$ cat src/rtl/countdown_timer_pkg.sv
// Shared types and default sizes for the countdown timer.
package countdown_timer_pkg;

  localparam int unsigned WIDTH_DEF = 8;
  localparam int unsigned PW_DEF    = 4;

  typedef enum logic [1:0] {
    IDLE = 2'd0,
    RUN  = 2'd1,
    DONE = 2'd2
  } state_t;

endpackage

$ cat src/rtl/tick_prescaler.sv
// Divides enabled cycles by PRESCALE+1; tick is high on the last cycle of each group.
module tick_prescaler #(
  parameter int unsigned PW = 4
) (
  input  logic          CLK,
  input  logic          RST,
  input  logic          EN,
  input  logic          CLR,
  input  logic [PW-1:0] PRESCALE,
  output logic          tick
);

  logic [PW-1:0] pcnt;
  logic          wrap;

  // >= so a PRESCALE lowered mid-count still wraps promptly
  assign wrap = (pcnt >= PRESCALE);
  assign tick = EN & wrap;

  always_ff @(posedge CLK or posedge RST) begin
    if (RST) begin
      pcnt <= '0;
    end else if (CLR) begin
      pcnt <= '0;
    end else if (EN) begin
      pcnt <= wrap ? '0 : pcnt + PW'(1);
    end
  end

endmodule

$ cat src/rtl/countdown_timer.sv
// Loadable down-counter with one-shot/periodic modes and a one-cycle tc pulse.
// Optional tick prescaler enabled by defining COUNTDOWN_TIMER_PRESCALER_EN.
module countdown_timer
  import countdown_timer_pkg::*;
#(
  parameter int unsigned WIDTH = WIDTH_DEF,
  parameter int unsigned PW    = PW_DEF
) (
  input  logic             CLK,
  input  logic             RST,
  input  logic             EN,
  input  logic             LOAD,
  input  logic [WIDTH-1:0] LOAD_VAL,
  input  logic             START,
  input  logic             STOP,
  input  logic             AUTO_RELOAD,
`ifdef COUNTDOWN_TIMER_PRESCALER_EN
  input  logic [PW-1:0]    PRESCALE,
`endif
  output logic [WIDTH-1:0] cnt,
  output logic             busy,
  output logic             tc
);

  state_t           state, state_n;
  logic [WIDTH-1:0] reload, reload_n, cnt_n;
  logic             tc_n;
  logic             run;
  logic             tick;

  assign run = (state == RUN);

`ifdef COUNTDOWN_TIMER_PRESCALER_EN
  logic clr;
  assign clr = LOAD | START | STOP;

  tick_prescaler #(.PW(PW)) u_tick_prescaler (
    .CLK      (CLK),
    .RST      (RST),
    .EN       (EN & run),
    .CLR      (clr),
    .PRESCALE (PRESCALE),
    .tick     (tick)
  );
`else
  logic unused_pw;
  assign unused_pw = ^PW;
  assign tick      = EN & run;
`endif

  // State and output registers
  always_ff @(posedge CLK or posedge RST) begin
    if (RST) begin
      state  <= IDLE;
      cnt    <= '0;
      reload <= '0;
      busy   <= 1'b0;
      tc     <= 1'b0;
    end else begin
      state  <= state_n;
      cnt    <= cnt_n;
      reload <= reload_n;
      busy   <= (state_n == RUN);
      tc     <= tc_n;
    end
  end

  // Control priority: LOAD > STOP > START > count
  always_comb begin
    state_n  = state;
    cnt_n    = cnt;
    reload_n = reload;
    tc_n     = 1'b0;
    if (LOAD) begin
      cnt_n    = LOAD_VAL;
      reload_n = LOAD_VAL;
      state_n  = IDLE;
    end else if (STOP) begin
      if (state == RUN) state_n = IDLE;
    end else if (START && (state != RUN)) begin
      if (state == DONE) begin
        cnt_n = reload;
        if (reload != '0) state_n = RUN;
      end else if (cnt != '0) begin
        state_n = RUN;
      end
    end else if (run && tick) begin
      if (cnt > WIDTH'(1)) begin
        cnt_n = cnt - WIDTH'(1);
      end else if (AUTO_RELOAD) begin
        cnt_n = reload;
        tc_n  = 1'b1;
      end else begin
        cnt_n   = '0;
        tc_n    = 1'b1;
        state_n = DONE;
      end
    end
    if ((state != IDLE) && (state != RUN) && (state != DONE)) state_n = IDLE;
  end

endmodule

$ cat config.mk
export PLATFORM = sky130hd
export DESIGN_NAME = countdown_timer
export DESIGN_NICKNAME = d
export VERILOG_FILES = /design/src/rtl/countdown_timer_pkg.sv /design/src/rtl/tick_prescaler.sv /design/src/rtl/countdown_timer.sv
export SDC_FILE = /design/constraint.sdc
export NUM_CORES = 1
export LEC_CHECK = 0
export ABC_AREA = 1
export CORE_MARGIN = 4
export CORE_UTILIZATION = 40
export DETAILED_ROUTE_END_ITERATION = 16
export DONT_BUFFER_PORTS = 1
export PLACE_DENSITY = 0.64
export SLEW_MARGIN = 20
export SYNTH_ARGS = -nofsm -noshare
export SYNTH_HDL_FRONTEND = slang
export SYNTH_SLANG_ARGS = --single-unit
$ cat constraint.sdc
create_clock -name CLK -period 1.9 [get_ports CLK]
set_input_delay 0.285 -clock CLK [delete_from_list [all_inputs] [get_ports CLK]]
set_output_delay 0.285 -clock CLK [all_outputs]
set_load 0.01 [all_outputs]
==> impl_metrics.yaml, run 1 <==
yosys:
  synth_top_area_share: 0.3854
  yosysSeqAreaShare: 0.3854
  ys_types: 25
  syn-cell-area_um2: 1299
  synthMuxAreaShare: 0
  synth_xor_area_frac: 0.006744
  synth_area_per_cell_um2: 7.097
  synth_top_family_by_area: "simple AND/OR/NAND/NOR gates"
  syn_inst: 183
  syn_nets: 201
  synthAdderAreaFrac: 0.02890
  yosysWarnings: 0
  synth-compound-area-share: 0.07803
  ys_seq_elements: 20
  synth_simple_gate_area_frac: 0.4268
  yosysTopAreaCell: "dfrtp_1"
  synth_area_leaders: "dfrtp_1 39%, nand2_1 15%, nor2_1 8.4%"
place:
  gp_congestion: 0.9311
  place_hpwl_um: 2429
  numPortBuffers: 0
clock_tree:
  htree_levels: 1
  clockBufferDepth: 2
  cts.reportedPaths.clkPinSlew_ps: 100
  clock-sinks: 20
  cts_root_buf: "clkbuf_4"
  clk_latency_ps: 290
  numCtsBuffers: 3
  cts_hold_repair.buffers: 0
  cts_tree: "yes"
timing:
  rsz0062_at_grt: "no"
  clock_skew_ps: 1.138
  period_needed_ps: 1725
  fmax_mhz: 579.9
  setup_viol: 0
  finalMaxSlewViolations: 0
  min_period_over_period: 0.9077
  hold_violations: 0
  worstMarginPinSlew_ps: 776.1
  tns_ps: 0
  slew-limit-headroom: 0.4820
  whs_ps: 7.432
final_layout:
  final_cell_mix: "51 x nand2_1, 29 x nor2_1, 19 x dfrtp_1"
  layout_commonest_cell: "nand2_1"
  area_delta_synth_final_pct: 4.432
  n_fill_cell: 330
  final_nets: 203
  seq_area_um2: 501.7
  drive_above_1_share: 0.1093
  final_util: 0.4407
  diodes: 0
  multi_input_area_um2: 701.9
critical_path:
  crit_type: "reg -> reg"
  crit_path_end_kind: "register"
  crit_family: "simple AND/OR/NAND/NOR gates"
  rrSetupSlack_ps: 180
  cpMostUsedCell: "inv_1"
  cpPeakStageDelay_ps: 460
  cp.depth: 10
  arrival_ps: 1930
  r2r_start: "cnt[1]$_DFFE_PP0P_"
  worst-path-buf-inv: 3
  cpMaxStageDelayCell: "dfrtp_1"
  cp-start-kind: "register"
  critPathMaxFanout: 5
  cp_cell_sequence: "inv_1, ha_1, nor2_1, inv_1, nand3_4, nand2_4, nand2_1, nand3_1, nand2_1, inv_1"
  reg2reg_depth: 10
  timing.rr.end: "cnt[7]$_DFFE_PP0P_"
  critPathRequiredTime_ps: 2100
pwr:
  power_density_nw_per_um2: 731.5
  power_mw: 0.9921
  peakVddDrop_mv: 0.2849
  cellLeakagePower_nw: 0.6908
drt:
  drt-met1-wl_um: 1428
  route.met3.wl_um: 143
  vias: 1162
  highest_layer: "met4"
  vias_per_cell: 5.119
  wl_met2_um: 1424
  drt-total-wl_um: 3021
  wire_per_inst_um: 13.31
  drt_pre_antenna_iters: 4
  antenna_left: 0
  drtIter0Drc: 107
  drc: 0
global_routing:
  grt_pass1_wl_um: 5175
  grt_use_total: 0.1576
  grt_overflow: 0
  grt_max_degree: 21
  grt_pass1_vias: 1165
  antenna_found_initial: 0
floorplanning:
  dieArea_um2: 4222
  die_h_um: 64.98
  initial_core_util: 0.4220
  die_x_um: 64.98
  core_um2: 3078
  rows: 20
  io_pins: 25
run_status:
  status: "completed"
worst_hold_path:
  hold_path.class: "in -> async"
run:
  maxCapViolCount: 0
## kinds of logic after synthesis
family,Yosys count
AND/OR/NAND/NOR,117
adder cells (fa/ha/maj),3
XOR/XNOR,1
AO/OA/AOI/OAI,19
flip-flops,20
buffers and inverters,23
## synth_stat cells
cell / instances
nand2_1: 51
nand2_2: 2
inv_1: 16
nor2_1: 29
clkinv_1: 1
nand3_4: 1
a21oi_2: 1
o21ai_1: 2
nor3_1: 3
nand2_4: 3
dfrtp_1: 20
buf_2: 2
o21ai_0: 6
nor2_8: 1
nor2_4: 1
inv_2: 3
a21oi_1: 9
nor2_2: 4
buf_6: 1
a21boi_0: 1
nand3b_1: 1
nand3_1: 16
ha_1: 3
xor2_1: 1
nand4_1: 5
## state kept, by name (all words and copies together), names as in the netlist
register / cells
reload: 8
tc: 1
state: 2
cnt: 8
busy: 1
## area by class of cell
type / count / area share
Clock buffer: 3 / 0.01661
Inverter: 20 / 0.05535
Multi-Input combinational cell: 140 / 0.5175
Sequential cell: 20 / 0.3699
Tap cell: 44 / 0.04059
## power breakdown
group / leakage (nW) / internal (mW) / switching, mW
Sequential: 0.243 / 0.471 / 0.0752
Clock: 0.0138 / 0.0738 / 0.121
Combinational: 0.434 / 0.0829 / 0.168
Total: 0.691 / 0.628 / 0.364
## metal layers
| metal | track usage | vias up |
|---|---|---|
| li1 | - | 588 |
| met1 | 0.2081 | 540 |
| met2 | 0.2567 | 30 |
| met3 | 0.03120 | 4 |
| met4 | 0.05277 | 0 |
| met5 | 0 | - |
## worst reg2reg max path, cell delays in order (launching register included)
cell,delay (ps)
dfrtp_1,460
inv_1,140
ha_1,270
nor2_1,180
inv_1,120
nand3_4,140
nand2_4,70
nand2_1,80
nand3_1,80
nand2_1,70
inv_1,40
## how the worst max path moves through the flow
stage,startpoint,to,slack (ps)
floorplan,cnt[0]$_DFFE_PP0P_,cnt[3]$_DFFE_PP0P_,360
global placement,cnt[0]$_DFFE_PP0P_,cnt[7]$_DFFE_PP0P_,200
detailed placement,cnt[0]$_DFFE_PP0P_,cnt[4]$_DFFE_PP0P_,160
CTS,cnt[0]$_DFFE_PP0P_,cnt[7]$_DFFE_PP0P_,140
global route,cnt[1]$_DFFE_PP0P_,cnt[1]$_DFFE_PP0P_,20
finish,cnt[1]$_DFFE_PP0P_,cnt[7]$_DFFE_PP0P_,180
## per-stage QoR
step / setup WS (ps) / area, um^2 / instances
3_5_place_dp: 163.9 / 1333 / 224
5_1_grt: 18.45 / 1356 / 227
4_1_cts: 141.4 / 1355 / 227
3_3_place_gp: 203.3 / 1333 / 224
2_1_floorplan: 356.2 / 1299 / 183
6_report: 175.4 / 1356 / 227
## repair_timing
item                                    4_1_cts  5_1_grt
buffers inserted                              0        0
gates resized for setup                       0        1
endpoints found under the setup margin        0        2
Note: power is estimated with default switching activity, not from simulation.
==> inputs of run 2 (changes only) <==
--- a/config.mk
+++ b/config.mk
@@ -11,7 +11,6 @@
 export DETAILED_ROUTE_END_ITERATION = 16
 export DONT_BUFFER_PORTS = 1
 export PLACE_DENSITY = 0.64
-export SLEW_MARGIN = 20
 export SYNTH_ARGS = -nofsm -noshare
 export SYNTH_HDL_FRONTEND = slang
 export SYNTH_SLANG_ARGS = --single-unit
==> results of run 2 <==
Same layout as run 1: the final DEF is identical, and so are final timing and power.
